--- src/rtl/uart_transmitter.sv ---
// 8N1 UART transmitter fed by a small byte FIFO.
// Frames leave back-to-back for as long as the FIFO holds data.
module uart_transmitter #(
   parameter int DELAY_FRAMES = 234,
   parameter int FIFO_DEPTH   = 4
) (
   input  logic                        clk,
   input  logic                        rst,
   input  logic [7:0]                  tx_data,
   input  logic                        tx_valid,
   output logic                        tx_ready,
   output logic                        uart_tx,
   output logic                        tx_busy,
   output logic [$clog2(FIFO_DEPTH):0] fifo_level
);

   localparam int PTR_W = $clog2(FIFO_DEPTH);
   localparam int LVL_W = PTR_W + 1;
   localparam int CNT_W = $clog2(DELAY_FRAMES);
   localparam logic [LVL_W-1:0] FULL_LEVEL = LVL_W'(FIFO_DEPTH);
   localparam logic [CNT_W-1:0] LAST_COUNT = CNT_W'(DELAY_FRAMES - 1);

   typedef enum logic [1:0] {IDLE, START, DATA, STOP} state_t;

   logic [7:0]       mem [FIFO_DEPTH];
   logic [PTR_W-1:0] wr_ptr_reg;
   logic [PTR_W-1:0] rd_ptr_reg;
   logic [LVL_W-1:0] level_reg;
   logic [LVL_W-1:0] level_next;

   state_t           state_reg;
   logic [CNT_W-1:0] cnt_reg;
   logic [2:0]       bit_idx_reg;
   logic [7:0]       shift_reg;
   logic             tx_reg;

   logic             fifo_empty;
   logic             bit_done;
   logic             push;
   logic             pop;

   assign fifo_empty = (level_reg == '0);
   assign bit_done   = (cnt_reg == LAST_COUNT);

   // Readiness comes from the registered level only, so a pop never frees a slot in its own cycle.
   assign tx_ready = (level_reg != FULL_LEVEL);
   assign push     = !rst && tx_valid && tx_ready;
   assign pop      = !rst && !fifo_empty &&
                     ((state_reg == IDLE) || ((state_reg == STOP) && bit_done));

   assign uart_tx    = tx_reg;
   assign tx_busy    = (state_reg != IDLE) || !fifo_empty;
   assign fifo_level = level_reg;

   // Storage carries no reset so it maps onto plain RAM.
   always_ff @(posedge clk) begin
      if (push) begin
         mem[wr_ptr_reg] <= tx_data;
      end
   end

   always_comb begin
      level_next = level_reg;
      case ({push, pop})
         2'b10:   level_next = level_reg + LVL_W'(1);
         2'b01:   level_next = level_reg - LVL_W'(1);
         default: level_next = level_reg;
      endcase
   end

   always_ff @(posedge clk) begin
      if (rst) begin
         wr_ptr_reg <= '0;
         rd_ptr_reg <= '0;
         level_reg  <= '0;
      end else begin
         if (push) begin
            wr_ptr_reg <= wr_ptr_reg + PTR_W'(1);
         end
         if (pop) begin
            rd_ptr_reg <= rd_ptr_reg + PTR_W'(1);
         end
         level_reg <= level_next;
      end
   end

   // The head byte is copied into shift_reg at pop, isolating the frame from later FIFO writes.
   always_ff @(posedge clk) begin
      if (rst) begin
         state_reg   <= IDLE;
         tx_reg      <= 1'b1;
         cnt_reg     <= '0;
         bit_idx_reg <= '0;
         shift_reg   <= '0;
      end else begin
         case (state_reg)
            IDLE: begin
               if (!fifo_empty) begin
                  shift_reg <= mem[rd_ptr_reg];
                  tx_reg    <= 1'b0;
                  cnt_reg   <= '0;
                  state_reg <= START;
               end
            end
            START: begin
               if (bit_done) begin
                  cnt_reg     <= '0;
                  bit_idx_reg <= '0;
                  tx_reg      <= shift_reg[0];
                  shift_reg   <= {1'b0, shift_reg[7:1]};
                  state_reg   <= DATA;
               end else begin
                  cnt_reg <= cnt_reg + CNT_W'(1);
               end
            end
            DATA: begin
               if (bit_done) begin
                  cnt_reg <= '0;
                  if (bit_idx_reg == 3'd7) begin
                     tx_reg    <= 1'b1;
                     state_reg <= STOP;
                  end else begin
                     bit_idx_reg <= bit_idx_reg + 3'd1;
                     tx_reg      <= shift_reg[0];
                     shift_reg   <= {1'b0, shift_reg[7:1]};
                  end
               end else begin
                  cnt_reg <= cnt_reg + CNT_W'(1);
               end
            end
            STOP: begin
               if (bit_done) begin
                  cnt_reg <= '0;
                  if (!fifo_empty) begin
                     shift_reg <= mem[rd_ptr_reg];
                     tx_reg    <= 1'b0;
                     state_reg <= START;
                  end else begin
                     state_reg <= IDLE;
                  end
               end else begin
                  cnt_reg <= cnt_reg + CNT_W'(1);
               end
            end
            default: begin
               state_reg <= IDLE;
               tx_reg    <= 1'b1;
            end
         endcase
      end
   end

endmodule

--- config.mk ---
export PLATFORM = sky130hd
export DESIGN_NAME = uart_transmitter
export DESIGN_NICKNAME = d
export VERILOG_FILES = /design/src/rtl/uart_transmitter.sv
export SDC_FILE = /design/constraint.sdc
export NUM_CORES = 1
export LEC_CHECK = 0
export ABC_AREA = 1
export BUFFER_PORTS_ARGS = -buffer_cell sky130_fd_sc_hd__buf_2
export CAP_MARGIN = 5
export CORE_UTILIZATION = 50
export DETAILED_ROUTE_END_ITERATION = 6
export PLACE_DENSITY_LB_ADDON = 0.12
export SYNTH_ARGS = -nofsm -noshare
export SYNTH_HDL_FRONTEND = slang
export SYNTH_SLANG_ARGS = --single-unit
--- constraint.sdc ---
create_clock -name clk -period 2.3 [get_ports clk]
set_clock_uncertainty 0.05 [all_clocks]
set_input_delay 0.23 -clock clk [delete_from_list [all_inputs] [get_ports clk]]
set_output_delay 0.23 -clock clk [all_outputs]
set_load 0.02 [all_outputs]
# == After elaboration in Yosys (flattened, before gate mapping) ==
# Memories as Yosys holds them, arrays and structs flattened. A register that Yosys moved wholly into a read port is not among the register bits.
# Index checks and enable logic that the tools add are counted.
# classes
add_sub_neg,6
eq_ne,14
mux,31
reduce_logical,19
# ops
operator,n
2-to-1 mux 8 bit,7
one-hot mux 8 bit (4 select lines),1
one-hot mux 8 bit (2 select lines),1
2-to-1 mux 2 bit,7
"!= test 2 bit, second input constant",6
one-hot mux 3 bit (2 select lines),2
2-to-1 mux 3 bit,3
"adder 8 x 1 -> 8 bit, second input constant",1
"== test 8 bit, second input constant",1
2-to-1 mux 1 bit,8
one-hot mux 2 bit (4 select lines),1
AND reduction 4 bit,2
"adder 3 x 1 -> 3 bit, second input constant",2
"== test 2 bit, second input constant",3
nonzero test 2 bit,3
logical AND 1 bit,5
AND reduction 5 bit,1
"adder 2 x 1 -> 2 bit, second input constant",2
"== test 2 x 1 -> 1 bit, second input constant",2
one-hot mux 1 bit (4 select lines),1
"== test 3 bit, second input constant",1
logical NOT 3 bit,1
"!= test 3 bit, second input constant",1
AND reduction 3 bit,1
5 further kinds,7
# totals
register_bits,29
ram_bits,32
input_bits,11
output_inout_bits,6
elab_cells,79
mem_count,1
# mem_list
name,words,width,read_ports,rd_clocked_by_memory_dff,write_ports,line,source
mem,4,8,1,1,1,25,logic [7:0] mem [FIFO_DEPTH];

# == Logic depth before layout (Yosys ltp) ==
# Gate-level depths: netlist of run 1.
# logic_depth
depth_word,6
ltp_mapped,15
depth_no_buf,15

# == Worst setup path after synthesis of run 1 ==
# Ideal clock, no wire load.
# synth_timing
kind,flip-flop to flip-flop
from,reg cnt_reg[0]
to,reg level_reg[2] (netlist: fifo_level[2])
setup_ns,0.122
arrival_ns,1.968
t_required_ns,2.128
path_slack_ns,0.160
path_stages_with_launch,15
n_path_buf,0
synth_period_minus_slack_ns,2.140
cell_sequence,dfxtp_1 ha_1 nand2_1 nor2_2 nand2_2 nand2_2 nand2_1 inv_2 ha_1 inv_1 fa_1 a21oi_1 o21ai_0 o21ai_0 a21oi_1
# synth_between
elab_chain_cells,6
elab_cells_between_ends,8
classes_between,eq/ne: 3; mux: 1; reduce/logical: 4
# synth_rtl
element,line,source
start: declaration,32,logic [CNT_W-1:0] cnt_reg;
start signal: assignment,113,cnt_reg <= cnt_reg + CNT_W'(1);
start signal: assignment,128,cnt_reg <= cnt_reg + CNT_W'(1);
start signal: assignment,142,cnt_reg <= cnt_reg + CNT_W'(1);
== test 8 bit (*),43,assign bit_done = (cnt_reg == LAST_COUNT);
logical AND 1 bit (*),49,((state_reg == IDLE) || ((state_reg == STOP) && bit_done));
logical OR 1 bit (*),49,
logical AND 1 bit (*),48,assign pop = !rst && !fifo_empty &&
net pop,40,logic pop;
== test 2 x 1 -> 1 bit / == test 2 bit (equally long branches),64,"case ({push, pop})"
one-hot mux 3 bit (2 select lines) / nonzero test 2 bit (equally long branches),--,
end signal: assignment,83,level_reg <= level_next;
end: declaration,28,logic [LVL_W-1:0] level_reg;
# The timed path passes the listed nets; every way through them passes the cells marked *.
# A chain may end at the register's enable or synchronous reset.

# == Worst setup path after layout of run 1 ==
# layout_timing
from,reg cnt_reg[1]
to,reg level_reg[2] (netlist: fifo_level[2])
# Same word-level chain as after synthesis.

==> results of run 1 <==
## repair_timing
action,4_1_cts,5_1_grt
gates resized for setup,1,14
buffers inserted,0,2
hold endpoints to repair,0,0
setup endpoints to repair,1,1
hold buffers,0,0
pin swaps,0,5
## critical path: stages (launching register included)
cell     delay [ns]
dfxtp_2        0.34
inv_2          0.05
ha_2           0.15
nand2_1        0.06
nor2_2         0.12
nand2_2        0.09
nand2_2        0.08
nand2_2        0.07
inv_2          0.09
ha_4           0.12
inv_2          0.05
fa_2           0.36
a21oi_2        0.11
o21ai_1        0.08
o21ai_1        0.14
a21oi_1        0.05
## cell usage in the layout, fill, tap and decap left out, types with 2 or more instances in the layout
master and count:
nand2_1 75, inv_1 43, dfxtp_1 29, nand4_1 4, buf_2 16, clkinvlp_4 2, buf_4 13, nor2_2 2
inv_2 6, ha_1 12, o21ai_1 4, a21oi_1 15, nand2_2 7, nor2_1 68, nand3_1 12, bufinv_16 2
o21ai_0 23, o22ai_1 2, clkbuf_8 9, edfxtp_1 32
## worst min path at each step
stage	start	to	slack (ns)
2_1_floorplan	tx_data[0]	mem[0][0]$_DFFE_PP_	0.28
3_3_place_gp	tx_data[6]	mem[3][6]$_DFFE_PP_	0.39
3_5_place_dp	tx_data[6]	mem[3][6]$_DFFE_PP_	0.40
4_1_cts	tx_data[2]	mem[2][2]$_DFFE_PP_	0.04
5_1_grt	tx_data[6]	mem[1][6]$_DFFE_PP_	0.03
6_report	tx_data[2]	mem[2][2]$_DFFE_PP_	0.05
## final cells by class
cell class	instances	area [sq um]	share of cell area (%)
Sequential cell	63	1590	45.7
Multi-Input combinational cell	238	1210	34.9
Inverter	49	184	5.30
Timing Repair Buffer	29	178	5.12
Clock buffer	9	124	3.57
Clock inverter	7	96.3	2.78
Tap cell	72	90.1	2.60
## power breakdown
group	total, mW	switching, mW	internal [mW]
logic	1.23	0.802	0.425
registers	1.41	0.0874	1.32
clock network	1.06	0.448	0.611
total	3.69	1.34	2.36
## metal layers
metal | share of wire, % | global-route usage, % | vias up
met5 | 0 | 0 | -
met4 | 1.2 | 7.27 | 0
met3 | 5.2 | 7.54 | 6
met2 | 44 | 31.2 | 43
met1 | 49 | 25.5 | 1029
li1 | - | - | 1206
## logic make-up (layout without fill, tap and decap cells)
| family | Yosys count | count (layout) |
|---|---|---|
| simple gates | 174 | 174 |
| flops | 63 | 63 |
| buf+inv | 58 | 94 |
| compound gates | 48 | 48 |
| fa+ha+maj | 15 | 15 |
| xor+xnor | 1 | 1 |
==> results.json, run 1 <==
{
  "dieWidth_microns": 79.6,
  "yosysWarnings": 0,
  "grt_start_max_net_pins": 17,
  "cts_buffers": 9,
  "relSlewSlack_pct": 72.1,
  "fillers": 510,
  "rr_worst_depth": 15,
  "final_cells": 467,
  "route.antenna.remaining_nets": 0,
  "viasPerCell": 4.89,
  "drive_above_1_share_pct": 17.2,
  "ys.flop_type": "edfxtp_1",
  "crit_path_start_kind": "flip-flop",
  "area_delta_synth_final_pct": 15.2,
  "power_density_nw_per_um2": 1060,
  "synth_most_common_cell": "nand2_1",
  "vias": 2284,
  "port_buffers": 16,
  "yosys.area_share.xor_xnor_pct": 0.291,
  "grt_pass1_wl_mm": 9.44,
  "crit_type": "flip-flop to flip-flop",
  "drt_iter0_drc": 106,
  "seq_area_frac_synth_pct": 52.5,
  "overflow": 0,
  "hpwl_mm": 3.79,
  "fin_setup_tns_ns": 0,
  "p_leak_nw": 1.49,
  "finalHoldViolations": 0,
  "wire_per_inst_microns": 11.9,
  "hold_path_depth": 1,
  "yosys.area_share.simple_pct": 24.4,
  "syn_avg_cell_area_sq_um": 8.40,
  "drc_errors": 0,
  "grt_usage_pct": 20.1,
  "place_inst": 449,
  "finalSetupViolations": 0,
  "r2r_start": "cnt_reg[1]$_SDFFE_PP0P_",
  "place_area_sq_um": 3210,
  "dp_slack_ns": -0.0169,
  "synth_seq_cells": 63,
  "ir_worst_vdd_mv": 0.692,
  "clock_latency_ns": 0.34,
  "gp_congestion": 0.841,
  "synth-adder-area-share_pct": 6.48,
  "synth.top_cell.area_share_pct": 31.9,
  "utilization_pct": 61.5,
  "cts_max_level": 3,
  "synth_top_family_by_area": "simple AND/OR/NAND/NOR gates",
  "maxSlewViolCount": 0,
  "synth_edf_count": 32,
  "syn_inst": 359,
  "synth_compound_area_share_pct": 8.30,
  "hold_ws_ns": 0.0486,
  "yosys-mux-area-fraction_pct": 0,
  "min_period_over_period_pct": 91.9,
  "required_ns": 2.48,
  "worst_pin_slew_ns": 0.418,
  "worstSetupEndpointType": "flip-flop",
  "total_power_mw": 3.69,
  "synthTopCellsByArea": "edfxtp_1, dfxtp_1, nand2_1, nor2_1, inv_1",
  "cts_sinks": 63,
  "clockBufferDepth": 2,
  "start_util_pct": 53.4,
  "arrival_ns": 2.29,
  "fmax_mhz": 473,
  "drtPass1Iterations": 4,
  "ys_types": 31,
  "min_path_type": "input port to flip-flop",
  "synth_common_cells": "nand2_1, nor2_1, inv_1",
  "wl_mm": 5.55,
  "fp.dieH_microns": 79.6,
  "critPathMaxFanout": 4,
  "rr_endpoint": "fifo_level[2]$_SDFFE_PP0P_",
  "synth-async-reset-ratio_pct": 0,
  "layout_setup_ws_ns": 0.187,
  "synth_top_cell_by_area": "edfxtp_1",
  "antenna_found_initial": 0,
  "die_area_sq_um": 6340,
  "grt_pass1_vias": 2128,
  "finalNetCount": 416,
  "largest_reg_flops": 32,
  "cts_tree": "done",
  "endpoint": "fifo_level[2]$_SDFFE_PP0P_",
  "clk_pin_slew_ns": 0.07,
  "n_antenna_cell": 0,
  "fp-row-count": 27,
  "synth.net_count": 385,
  "maxCapViolCount": 0,
  "fin_crit_ns": 2.11,
  "cp-startpoint": "cnt_reg[1]$_SDFFE_PP0P_",
  "status": "completed",
  "syn-cell-area_sq_um": 3010,
  "cts_root_buf": "clkbuf_8",
  "worst-r2r-setup-slack_ns": 0.19,
  "ios": 17,
  "coreArea_sq_um": 5640,
  "design_area_sq_um": 3470
}
(Power assumes the default switching activity.)
==> inputs of run 2 (changes only) <==
Settings changed: PLACE_DENSITY set to 0.78, PLACE_DENSITY_LB_ADDON 0.12 to not set.
==> results.json, run 2 (synthesis results as in run 1) <==
{
  "antenna_found_initial": 0,
  "place_inst": 448,
  "die_area_sq_um": 6340,
  "worst_pin_slew_ns": 0.424,
  "final_cells": 466,
  "drive_above_1_share_pct": 18.3,
  "cts_tree": "done",
  "finalNetCount": 415,
  "area_delta_synth_final_pct": 14.2,
  "cts_sinks": 63,
  "coreArea_sq_um": 5640,
  "utilization_pct": 61.0,
  "start_util_pct": 53.4,
  "place_area_sq_um": 3200,
  "fin_crit_ns": 2.20,
  "fp.dieH_microns": 79.6,
  "fillers": 458,
  "maxSlewViolCount": 0,
  "vias": 2308,
  "clock_latency_ns": 0.34,
  "crit_type": "flip-flop to flip-flop",
  "viasPerCell": 4.95,
  "fmax_mhz": 455,
  "maxCapViolCount": 0,
  "fp-row-count": 27,
  "layout_common_cells": "nand2_1, nor2_1, inv_1",
  "grt_usage_pct": 20.2,
  "port_buffers": 16,
  "wl_mm": 5.73,
  "final_common_cell": "nand2_1",
  "route.antenna.remaining_nets": 0,
  "relSlewSlack_pct": 71.7,
  "min_period_over_period_pct": 95.6,
  "overflow": 0,
  "largest_reg_flops": 32,
  "status": "completed",
  "crit_path_start_kind": "flip-flop",
  "grt_start_max_net_pins": 18,
  "dieWidth_microns": 79.6,
  "drtPass1Iterations": 4,
  "wire_per_inst_microns": 12.3,
  "finalHoldViolations": 0,
  "required_ns": 2.47,
  "ios": 17,
  "ir_worst_vdd_mv": 0.516,
  "drc_errors": 0,
  "arrival_ns": 2.37,
  "cts_root_buf": "clkbuf_8",
  "clockBufferDepth": 2,
  "cts_max_level": 3,
  "worstSetupEndpointType": "flip-flop",
  "min_path_type": "input port to flip-flop",
  "power_density_nw_per_um2": 1050,
  "p_leak_nw": 1.48,
  "clk_pin_slew_ns": 0.07,
  "fin_setup_tns_ns": 0,
  "design_area_sq_um": 3440,
  "grt_pass1_vias": 2127,
  "hpwl_mm": 3.75,
  "gp_congestion": 0.813,
  "hold_ws_ns": 0.0532,
  "grt_pass1_wl_mm": 9.52,
  "drt_iter0_drc": 134,
  "cts_buffers": 9,
  "n_antenna_cell": 0,
  "critPathMaxFanout": 3,
  "finalSetupViolations": 0
}
-- run 2: changes by cell type in the layout (fill, tap and decap cells not counted), sizes merged --
cell	previous run	this run
bufinv	2	1
buf	29	28
clkinv	2	3
-- run 2: worst paths after layout --
path,start,cells past startpoint,endpoint,slack (ns)
worst min-delay path,tx_data[4],1,mem[0][4]$_DFFE_PP_,0.05
worst max-delay path,cnt_reg[1]$_SDFFE_PP0P_,15,fifo_level[2]$_SDFFE_PP0P_,0.10
worst min register to register,bit_idx_reg[2]$_SDFFE_PP0P_,2,bit_idx_reg[2]$_SDFFE_PP0P_,0.42
worst max register to register,cnt_reg[1]$_SDFFE_PP0P_,15,fifo_level[2]$_SDFFE_PP0P_,0.10
-- run 2: stage by stage --
step	power (mW)	worst slack, ns
floorplan	2.37	0.160
global placement	2.58	0.104
detailed placement	2.61	0.0221
CTS	3.57	0.0220
global route	3.87	-0.0204
finish	3.61	0.101
-- run 2: layout make-up --
class / instances / area (sq um) / share of cell area (%)
clock buffers: 9 / 124 / 3.60
clock inverters: 7 / 72.6 / 2.11
inverters: 49 / 186 / 5.41
multi-input cells: 238 / 1210 / 35.2
flip-flops and latches: 63 / 1590 / 46.1
well taps: 72 / 90.1 / 2.62
repair buffers: 28 / 170 / 4.94
-- run 2: report_power, final --
part           total [mW]  leakage (nW)  switching, mW  internal, mW
clock               0.948        0.0956          0.447         0.501
sequential           1.41         0.546         0.0861          1.32
combinational        1.26         0.839          0.823         0.434
total                3.61          1.48           1.36          2.25
-- run 2: critical path, stage by stage (launching register included) --
cell and delay [ns]:
dfxtp_2 0.34, inv_2 0.05, ha_2 0.16, nand2_1 0.06, nor2_2 0.12, nand2_2 0.07
nand2_2 0.09, nand2_4 0.07, inv_4 0.06, ha_2 0.16, inv_2 0.06, fa_2 0.38
a21oi_2 0.15, o21ai_2 0.07, o21ai_1 0.13, a21oi_1 0.05
-- run 2: metal layers --
layer | part of all wire (%) | up-vias | track usage (%)
met2 | 49 | 60 | 32.1
li1 | - | 1201 | -
met5 | 0 | - | 0
met4 | 1.7 | 0 | 10.7
met3 | 4.3 | 12 | 5.71
met1 | 45 | 1035 | 24.7
-- run 2: timing repair --
item | in CTS | in global routing
buffers inserted | 0 | 2
resized for setup | 1 | 18
hold buffers | 0 | 0
setup endpoints to repair | 1 | 1
pin swaps | 0 | 6
hold endpoints to repair | 0 | 0
